[src/rtl/imem_loader_pkg.sv]
// Shared definitions for the instruction-memory loader: FSM encoding,
// length-field width and the capacity check.
package imem_loader_pkg;

  localparam int LEN_W = 16;

  localparam logic [2:0] ST_IDLE   = 3'd0;
  localparam logic [2:0] ST_LEN_LO = 3'd1;
  localparam logic [2:0] ST_LEN_HI = 3'd2;
  localparam logic [2:0] ST_DATA   = 3'd3;
  localparam logic [2:0] ST_FINISH = 3'd4;

  // A length of exactly 2^aw words is legal; one more is not.
  function automatic logic len_fits(input logic [LEN_W-1:0] n, input int unsigned aw);
    return {16'd0, n} <= (32'd1 << aw);
  endfunction

endpackage

[src/rtl/imem_loader_byte_assembler.sv]
// Packs a little-endian byte stream into 32-bit words; word_valid pulses
// the cycle after the fourth byte of each word is accepted.
module imem_loader_byte_assembler (
  input  logic        clk,
  input  logic        reset,
  input  logic        clear,
  input  logic        byte_valid,
  input  logic [7:0]  byte_data,
  output logic [1:0]  byte_idx,
  output logic        word_valid,
  output logic [31:0] word
);

  logic [1:0]  idx_q, idx_d;
  logic [23:0] sh_q, sh_d;
  logic [31:0] word_q, word_d;
  logic        wv_q, wv_d;

  always_comb begin
    idx_d  = idx_q;
    sh_d   = sh_q;
    word_d = word_q;
    wv_d   = 1'b0;
    if (clear) begin
      idx_d = 2'd0;
    end else if (byte_valid) begin
      // Bytes shift in from the top, so after three the first sits in [7:0].
      if (idx_q == 2'd3) begin
        word_d = {byte_data, sh_q};
        wv_d   = 1'b1;
      end else begin
        sh_d = {byte_data, sh_q[23:8]};
      end
      idx_d = idx_q + 2'd1;
    end
  end

  always_ff @(posedge clk or negedge reset) begin
    if (!reset) begin
      idx_q  <= 2'd0;
      sh_q   <= '0;
      word_q <= '0;
      wv_q   <= 1'b0;
    end else begin
      idx_q  <= idx_d;
      sh_q   <= sh_d;
      word_q <= word_d;
      wv_q   <= wv_d;
    end
  end

  assign byte_idx   = idx_q;
  assign word_valid = wv_q;
  assign word       = word_q;

endmodule

[src/rtl/imem_loader.sv]
// Boot loader: parses a length-prefixed byte stream, writes words into
// instruction memory and holds the CPU in reset while a load is in flight.
module imem_loader
  import imem_loader_pkg::*;
#(
  parameter int ADDR_W    = 8,
  parameter bit BOOT_HOLD = 1'b1
) (
  input  logic              clk,
  input  logic              reset,
  input  logic              start,
  input  logic              rx_valid,
  input  logic [7:0]        rx_data,
  output logic              rx_ready,
  output logic              imem_we,
  output logic [ADDR_W-1:0] imem_addr,
  output logic [31:0]       imem_wdata,
  output logic              cpu_reset,
  output logic              busy,
  output logic              done,
  output logic              err,
  output logic [ADDR_W:0]   words_loaded
);

  localparam int CNT_W = ADDR_W + 1;

  logic [2:0]        state_q, state_d;
  logic [7:0]        len_lo_q, len_lo_d;
  logic [LEN_W-1:0]  len_q, len_d;
  logic [CNT_W-1:0]  rcvd_q, rcvd_d;
  logic [CNT_W-1:0]  loaded_q, loaded_d;
  logic [ADDR_W-1:0] addr_q, addr_d;
  logic              err_q, err_d;
  logic              cpu_rst_q, cpu_rst_d;

  logic              accept, data_byte, asm_clear, word_valid;
  logic [1:0]        byte_idx;
  logic [31:0]       word;
  logic [LEN_W-1:0]  len_in;

  assign len_in = {rx_data, len_lo_q};

  // Stop accepting once every word's bytes are in; the final write drains after.
  assign rx_ready  = (state_q == ST_LEN_LO) || (state_q == ST_LEN_HI) ||
                     ((state_q == ST_DATA) && (LEN_W'(rcvd_q) < len_q));
  assign accept    = rx_valid && rx_ready;
  assign data_byte = accept && (state_q == ST_DATA);

  imem_loader_byte_assembler u_asm (
    .clk        (clk),
    .reset      (reset),
    .clear      (asm_clear),
    .byte_valid (data_byte),
    .byte_data  (rx_data),
    .byte_idx   (byte_idx),
    .word_valid (word_valid),
    .word       (word)
  );

  always_comb begin
    state_d   = state_q;
    len_lo_d  = len_lo_q;
    len_d     = len_q;
    rcvd_d    = rcvd_q;
    loaded_d  = loaded_q;
    addr_d    = addr_q;
    err_d     = err_q;
    cpu_rst_d = cpu_rst_q;
    asm_clear = 1'b0;
    case (state_q)
      ST_IDLE: begin
        if (start) begin
          state_d   = ST_LEN_LO;
          err_d     = 1'b0;
          loaded_d  = '0;
          cpu_rst_d = 1'b1;
        end
      end
      ST_LEN_LO: begin
        if (accept) begin
          len_lo_d = rx_data;
          state_d  = ST_LEN_HI;
        end
      end
      ST_LEN_HI: begin
        if (accept) begin
          len_d = len_in;
          if (len_in == '0) begin
            state_d = ST_FINISH;
          end else if (!len_fits(len_in, ADDR_W)) begin
            err_d   = 1'b1;
            state_d = ST_IDLE;
          end else begin
            state_d   = ST_DATA;
            rcvd_d    = '0;
            addr_d    = '0;
            asm_clear = 1'b1;
          end
        end
      end
      ST_DATA: begin
        // Address latched with the word, so it never steps past the last slot.
        if (data_byte && (byte_idx == 2'd3)) begin
          addr_d = rcvd_q[ADDR_W-1:0];
          rcvd_d = rcvd_q + CNT_W'(1);
        end
        if (word_valid) begin
          loaded_d = loaded_q + CNT_W'(1);
          if (LEN_W'(loaded_q) + LEN_W'(1) == len_q)
            state_d = ST_FINISH;
        end
      end
      ST_FINISH: begin
        state_d   = ST_IDLE;
        cpu_rst_d = 1'b0;
      end
      default: state_d = ST_IDLE;
    endcase
  end

  always_ff @(posedge clk or negedge reset) begin
    if (!reset) begin
      state_q   <= ST_IDLE;
      len_lo_q  <= '0;
      len_q     <= '0;
      rcvd_q    <= '0;
      loaded_q  <= '0;
      addr_q    <= '0;
      err_q     <= 1'b0;
      cpu_rst_q <= BOOT_HOLD;
    end else begin
      state_q   <= state_d;
      len_lo_q  <= len_lo_d;
      len_q     <= len_d;
      rcvd_q    <= rcvd_d;
      loaded_q  <= loaded_d;
      addr_q    <= addr_d;
      err_q     <= err_d;
      cpu_rst_q <= cpu_rst_d;
    end
  end

  assign imem_we      = word_valid;
  assign imem_wdata   = word;
  assign imem_addr    = addr_q;
  assign busy         = (state_q != ST_IDLE);
  assign done         = (state_q == ST_FINISH);
  assign err          = err_q;
  assign cpu_reset    = cpu_rst_q;
  assign words_loaded = loaded_q;

endmodule

[config.mk]
export PLATFORM = sky130hd
export DESIGN_NAME = imem_loader
export DESIGN_NICKNAME = d
export VERILOG_FILES = /design/src/rtl/imem_loader_pkg.sv /design/src/rtl/imem_loader_byte_assembler.sv /design/src/rtl/imem_loader.sv
export SDC_FILE = /design/constraint.sdc
export NUM_CORES = 1
export LEC_CHECK = 0
export CORE_ASPECT_RATIO = 0.6
export CORE_MARGIN = 4
export CORE_UTILIZATION = 50
export DETAILED_ROUTE_END_ITERATION = 12
export GPL_TIMING_DRIVEN = 0
export PLACE_DENSITY = 0.83
export SLEW_MARGIN = 25
export SYNTH_ARGS = -nofsm -noshare
export SYNTH_HDL_FRONTEND = slang
export SYNTH_SLANG_ARGS = --single-unit
[constraint.sdc]
create_clock -name clk -period 2.4 [get_ports clk]
set_input_delay 0.48 -clock clk [delete_from_list [all_inputs] [get_ports clk]]
set_output_delay 0.48 -clock clk [all_outputs]
set_load 0.005 [all_outputs]
=== Word-level counts from Yosys, hierarchy flattened ===
Cells that the tools add are included.

* Input bits: 12
* Register bits after elaboration: 114
* Output and inout port bits: 55
* Word-level logic and storage cells: 95

* Multiplexer cells: 37
* Equality and inequality tests: 15
* Reduce and logical (&&, ||, !) cells: 23
* $add $sub $neg: 4
* Bitwise operators: 2
* Order comparisons: 2

{| class="wikitable"
|+ Operator list
! cell !! count
|-
| $mux 9 || 6
|-
| $pmux 9 s2 || 2
|-
| $mux 8 || 4
|-
| $add 9x1->9 const B || 2
|-
| $mux 3 || 6
|-
| $eq 10x16->1 || 1
|-
| $le 16x9->1 const B || 1
|-
| $logic_not 16->1 || 1
|-
| $lt 9x16->1 || 1
|-
| $pmux 8 s2 || 1
|-
| $reduce_and 5->1 || 3
|-
| $mux 1 || 12
|-
| $pmux 3 s4 || 1
|-
| $add 9x1->10 const B || 1
|-
| $ne 2x2->1 const B || 5
|-
| $reduce_bool 2->1 || 5
|-
| $reduce_and 3->1 || 3
|-
| $ne 2x1->1 const B || 4
|-
| $eq 3x2->1 const B || 2
|-
| $mux 2 || 3
|-
| $reduce_and 2->1 || 3
|-
| $logic_and 1x1->1 || 4
|-
| $pmux 1 s2 || 2
|-
| $eq 3x1->1 const B || 1
|-
| other kinds (7) || 9
|}

=== Logic depth before layout (Yosys ltp) ===
* Depth in word-level cells: 8
* Depth in mapped cells: 10
* Depth with buffers taken out: 9

=== Cells and area by module ===
A second synthesis with hierarchy kept.

* Cells, all modules: 466
* Area, all modules: 5432.7 um^2

{| class="wikitable"
|+ Modules (own cells, without submodules)
! module !! sequential area each (um^2) !! area an instance (um^2) !! times used !! cells an instance
|-
| imem_loader || 1377.6 || 3196.8 || 1 || 338
|-
| imem_loader_byte_assembler || 1476.4 || 2235.9 || 1 || 128
|}

=== Worst setup path after synthesis ===
No wires, ideal clock.

* Path type: register -> register
* Start: reg rcvd_q[5]
* End: reg u_asm.sh_q[23]
* Data arrival time: 2.081 ns
* Path buffers: 1
* Setup slack: 0.194 ns
* Required time: 2.275 ns
* Clock period less this slack: 2.206 ns
* Cell stages (with the launch flop): 9
* Setup time: 0.125 ns
* Cell sequence: dfrtp_1 ha_1 a41o_1 a21oi_1 o31a_2 a2bb2oi_2 nor3_4 buf_6 mux2_2

* Cells in the longest elaborated chain, start to end: 8
* Elaborated cells on any way between the ends: 9
* Those cells by class: order compare: 1; mux: 2; bitwise: 1; reduce/logical: 5

{| class="wikitable"
|+ RTL lines
! what !! line !! text
|-
| from (decl) || imem_loader.sv:30 || <nowiki>logic [CNT_W-1:0] rcvd_q, rcvd_d;</nowiki>
|-
| from (signal assigned) || imem_loader.sv:135 || <nowiki>rcvd_q <= rcvd_d;</nowiki>
|-
| $lt 9x16->1 (*) || imem_loader.sv:45 || <nowiki>((state_q == ST_DATA) && (LEN_W'(rcvd_q) < len_q));</nowiki>
|-
| $logic_and 1x1->1 (*) || imem_loader.sv:45 ||
|-
| $logic_or 1x1->1 (*) || imem_loader.sv:44 || <nowiki>assign rx_ready = (state_q == ST_LEN_LO) || (state_q == ST_LEN_HI) ||</nowiki>
|-
| $logic_and 1x1->1 (*) || imem_loader.sv:46 || <nowiki>assign accept = rx_valid && rx_ready;</nowiki>
|-
| $mux 1 || imem_loader.sv:86 || <nowiki>if (accept) begin</nowiki>
|-
| $mux 1 || imem_loader.sv:70 || <nowiki>case (state_q)</nowiki>
|-
| $not 1->1 (no source line) || -- ||
|-
| $reduce_and 3->1 (no source line) (*) || -- ||
|-
| to (signal assigned) || imem_loader_byte_assembler.sv:41 || <nowiki>sh_q <= '0;</nowiki>
|-
| to (signal assigned) || imem_loader_byte_assembler.sv:46 || <nowiki>sh_q <= sh_d;</nowiki>
|-
| to (decl) || imem_loader_byte_assembler.sv:15 || <nowiki>logic [23:0] sh_q, sh_d;</nowiki>
|}

Mark *: on every way between the ends. The rest lies on a longest branch, timed or not.
A chain may end at the register's enable or synchronous reset.

=== Final worst setup path ===
* Start: reg len_q[6]
* End: out rx_ready

* Cells in the longest elaborated chain, start to end: 3

{| class="wikitable"
|+ RTL lines
! what !! line !! text
|-
| from (decl) || imem_loader.sv:29 || <nowiki>logic [LEN_W-1:0] len_q, len_d;</nowiki>
|-
| from (signal assigned) || imem_loader.sv:134 || <nowiki>len_q <= len_d;</nowiki>
|-
| $lt 9x16->1 || imem_loader.sv:45 ||
|-
| $logic_and 1x1->1 || imem_loader.sv:45 ||
|-
| $logic_or 1x1->1 || imem_loader.sv:44 ||
|-
| to (decl) || imem_loader.sv:14 || <nowiki>output logic rx_ready,</nowiki>
|}

No other way between the ends.

==> metrics.cfg <==
[run_status]
outcome=finished, violations left
violations=setup timing

[route]
wl_um=15110
first_pass_iters=5
wl_per_cell_um=21.46
via_per_inst=6.108
vias=4300
antenna_left=0
drc_errors=0
first_iter_violations=496

[logic_synthesis]
ys_types=66
synth_enable_flop_cells=0
synth_top_flop_cell=dfrtp_1
syn_avg_cell_area_um2=12.22
synthCells=438
synth-seq-cells=114
netlist_area_um2=5351
async_flop_share_pct=100.0
yosysWarnings=0
yosysSeqAreaShare_pct=53.33
synth_nets=461

[timing]
finalWorstSetupSlack_ns=-0.2523
fin_tns_setup_ns=-4.733
finalHoldViolCount=0
slew_violations=0
clock_skew_ns=0.006928
fmaxAchievable_mhz=377.0
slew-limit-headroom_pct=46.85
tightest_slew_ns=0.7929
fin_crit_ns=2.652
timing.hold.ws_ns=0.05198
setup_viol=53
rsz0062_at_grt=true
finalCritPeriodShare_pct=110.5

[cells_and_area]
drive_gt1_share_pct=33.22
fin_util_pct=71.42
fin_cells=704
final_area_um2=7256
nets=579
synthToLayoutAreaGrowth_pct=35.59
antenna_cells=0

[grt]
first_global_vias=4276
grt_start_max_net_pins=64
antenna_found_initial=0
grt_use_total_pct=24.74
grt-ovfl-total=0
grt_pass1_wl_um=23300

[floorplanning]
fp.dieW_um=141.6
die-area_um2=12480
die_h_um=88.14
top_level_ports=67
core_um2=10160
rows=28
initial_core_util_pct=52.67

[worst_setup_path]
critPathKind=reg2out
path_cells=inv_2 -> ha_4 -> a41o_1 -> a21oi_2 -> o31a_2 -> o21ai_2 -> a211oi_2 -> buf_2
cp_max_fo=3
cp_slowest_stage_delay_ns=0.39
critPathLaunchType=register
crit_path_end_kind=output pin
cp-startpoint=len_q[6]
reg2reg_from=len_q[6]
cp_slowest_cell=dfrtp_1
worst_ep_arrival_time_ns=2.17
required_ns=1.92

[cts]
clk_pin_slew_ns=0.06
clk_latency_ns=0.42
h-tree-depth=4
cts_buffer_depth=2
cts_tree=yes
cts_buffers=17
root_buffer=clkbuf_16
cts_sinks=114
cts_hold_buf=0

[pwr]
p_sw_mw=2.721
peakVddDrop_v=0.0007083
cellLeakagePower_nw=3.261
pwr-share-clk_pct=29.3
cellPowerDensity_nw_per_um2=1185
power.share.switching_pct=31.65
totalPowerFinal_mw=8.595
combPwrFrac_pct=34.1
power.internal_mw=5.874
seqPwrFrac_pct=36.6

[place]
globalplace.congestion=0.8932
post-place-ws_ns=-0.6364
placedCellCount=640
placed_area_um2=6210
portBuffers=66
dpl.hpwl_um=9206

[worst_hold_path]
hold_class=in2async

[run]
drv_cap=0

-- sequential cells by signal, summed over array words and instances (netlist names) --
signal            flops
cpu_reset             1
len_lo_q              8
u_asm.byte_idx        2
u_asm.word           32
u_asm.sh_q           24
u_asm.word_valid      1
state_q               3
words_loaded          9
rcvd_q                9
err                   1
imem_addr             8
len_q                16
-- cells by family (layout without fill, tap and decap cells) --
| kind of cell | after synthesis | count (layout) | synth area share [%] |
|---|---|---|---|
| DFF | 114 | 114 | 53.33 |
| adders and majority gates | 11 | 11 | 2.572 |
| AOI/OAI and AO/OA | 81 | 82 | 11.11 |
| muxes | 74 | 74 | 16.53 |
| and+or+nand+nor | 113 | 113 | 11.18 |
| buffers and inverters | 33 | 163 | 3.320 |
| xor gates and xnor gates | 12 | 12 | 1.964 |
-- layout make-up --
type                    count  area [um2]
clock buffers              18       439.2
repair buffers             98       955.9
inverters                  14       55.05
fillers                   611        2904
multi-input cells         292        2454
clock inverters            14       153.9
plain buffers              19       168.9
flip-flops and latches    114        2860
well taps                 135       168.9
-- synthesized netlist by cell type, types with 5 or more instances --
master / count / area share [%]
xnor2_1: 7 / 1.1
inv_1: 14 / 0.98
ha_1: 11 / 2.6
nor2_1: 19 / 1.3
nor3_1: 5 / 0.47
clkbuf_1: 5 / 0.35
buf_6: 5 / 1.1
nand3_1: 9 / 0.84
buf_2: 7 / 0.65
a21oi_1: 7 / 0.65
nand2_1: 39 / 2.7
mux2_4: 14 / 3.9
mux2_2: 55 / 12
dfrtp_1: 113 / 53
o21ai_0: 26 / 2.4
o22ai_1: 9 / 1.1
and3_1: 6 / 0.70
xor2_1: 5 / 0.82
-- per-layer routing --
metal | wire, um | up-vias | global-route usage, %
met2 | 7050 | 270 | 39.29
met5 | 0 | - | 0
li1 | - | 1842 | -
met1 | 6151 | 2132 | 32.32
met3 | 1468 | 56 | 8.456
met4 | 440 | 0 | 8.275
-- power by group through the flow --
stage | registers (mW) | clock network, mW | logic [mW]
floorplan | 3.02 | 0 | 1.51
global placement | 3.11 | 0 | 2.36
detailed placement | 3.16 | 0 | 2.48
CTS | 3.14 | 2.52 | 2.76
global route | 3.23 | 2.62 | 3.14
finish | 3.14 | 2.52 | 2.93
-- layout by cell type, fill, tap and decap left out, types with 6 or more instances in the layout --
| cell | instances |
|---|---|
| dfrtp_1 | 108 |
| clkdlybuf4s50_1 | 60 |
| mux2_2 | 55 |
| nand2_1 | 39 |
| buf_4 | 28 |
| o21ai_0 | 25 |
| nor2_1 | 18 |
| clkbuf_16 | 17 |
| mux2_4 | 15 |
| inv_1 | 10 |
| nand3_1 | 9 |
| o22ai_1 | 9 |
| ha_1 | 8 |
| buf_2 | 7 |
| xnor2_1 | 7 |
| a21oi_1 | 6 |
| and3_1 | 6 |
| buf_6 | 6 |
-- what timing repair did --
item / in CTS / in global routing
cloned: 2 / 1
pin swaps: 10 / 3
buffers inserted: 17 / 12
setup endpoints to repair: 67 / 78
gates resized for setup: 35 / 17
-- worst paths after layout --
| check | cells past startpoint | to | slack, ns |
|---|---|---|---|
| min | 1 | u_asm.word_valid | 0.05 |
| max | 8 | rx_ready | -0.25 |
| min reg2reg | 1 | u_asm.word[5] | 0.50 |
| min in group clk | 2 | u_asm.word[31] | 0.50 |
| max reg2reg | 11 | u_asm.sh_q[21] | -0.19 |
| max in group asynchronous | 2 | rcvd_q[5] | 1.68 |
-- critical path, delay by kind of cell (launching register included) --
kind | cells | cell delay, ns
adder cells (fa/ha/maj) | 1 | 0.21
flip-flops | 1 | 0.39
buffers and inverters | 2 | 0.26
AO/OA/AOI/OAI | 5 | 0.89
(Power assumes the default switching activity.)
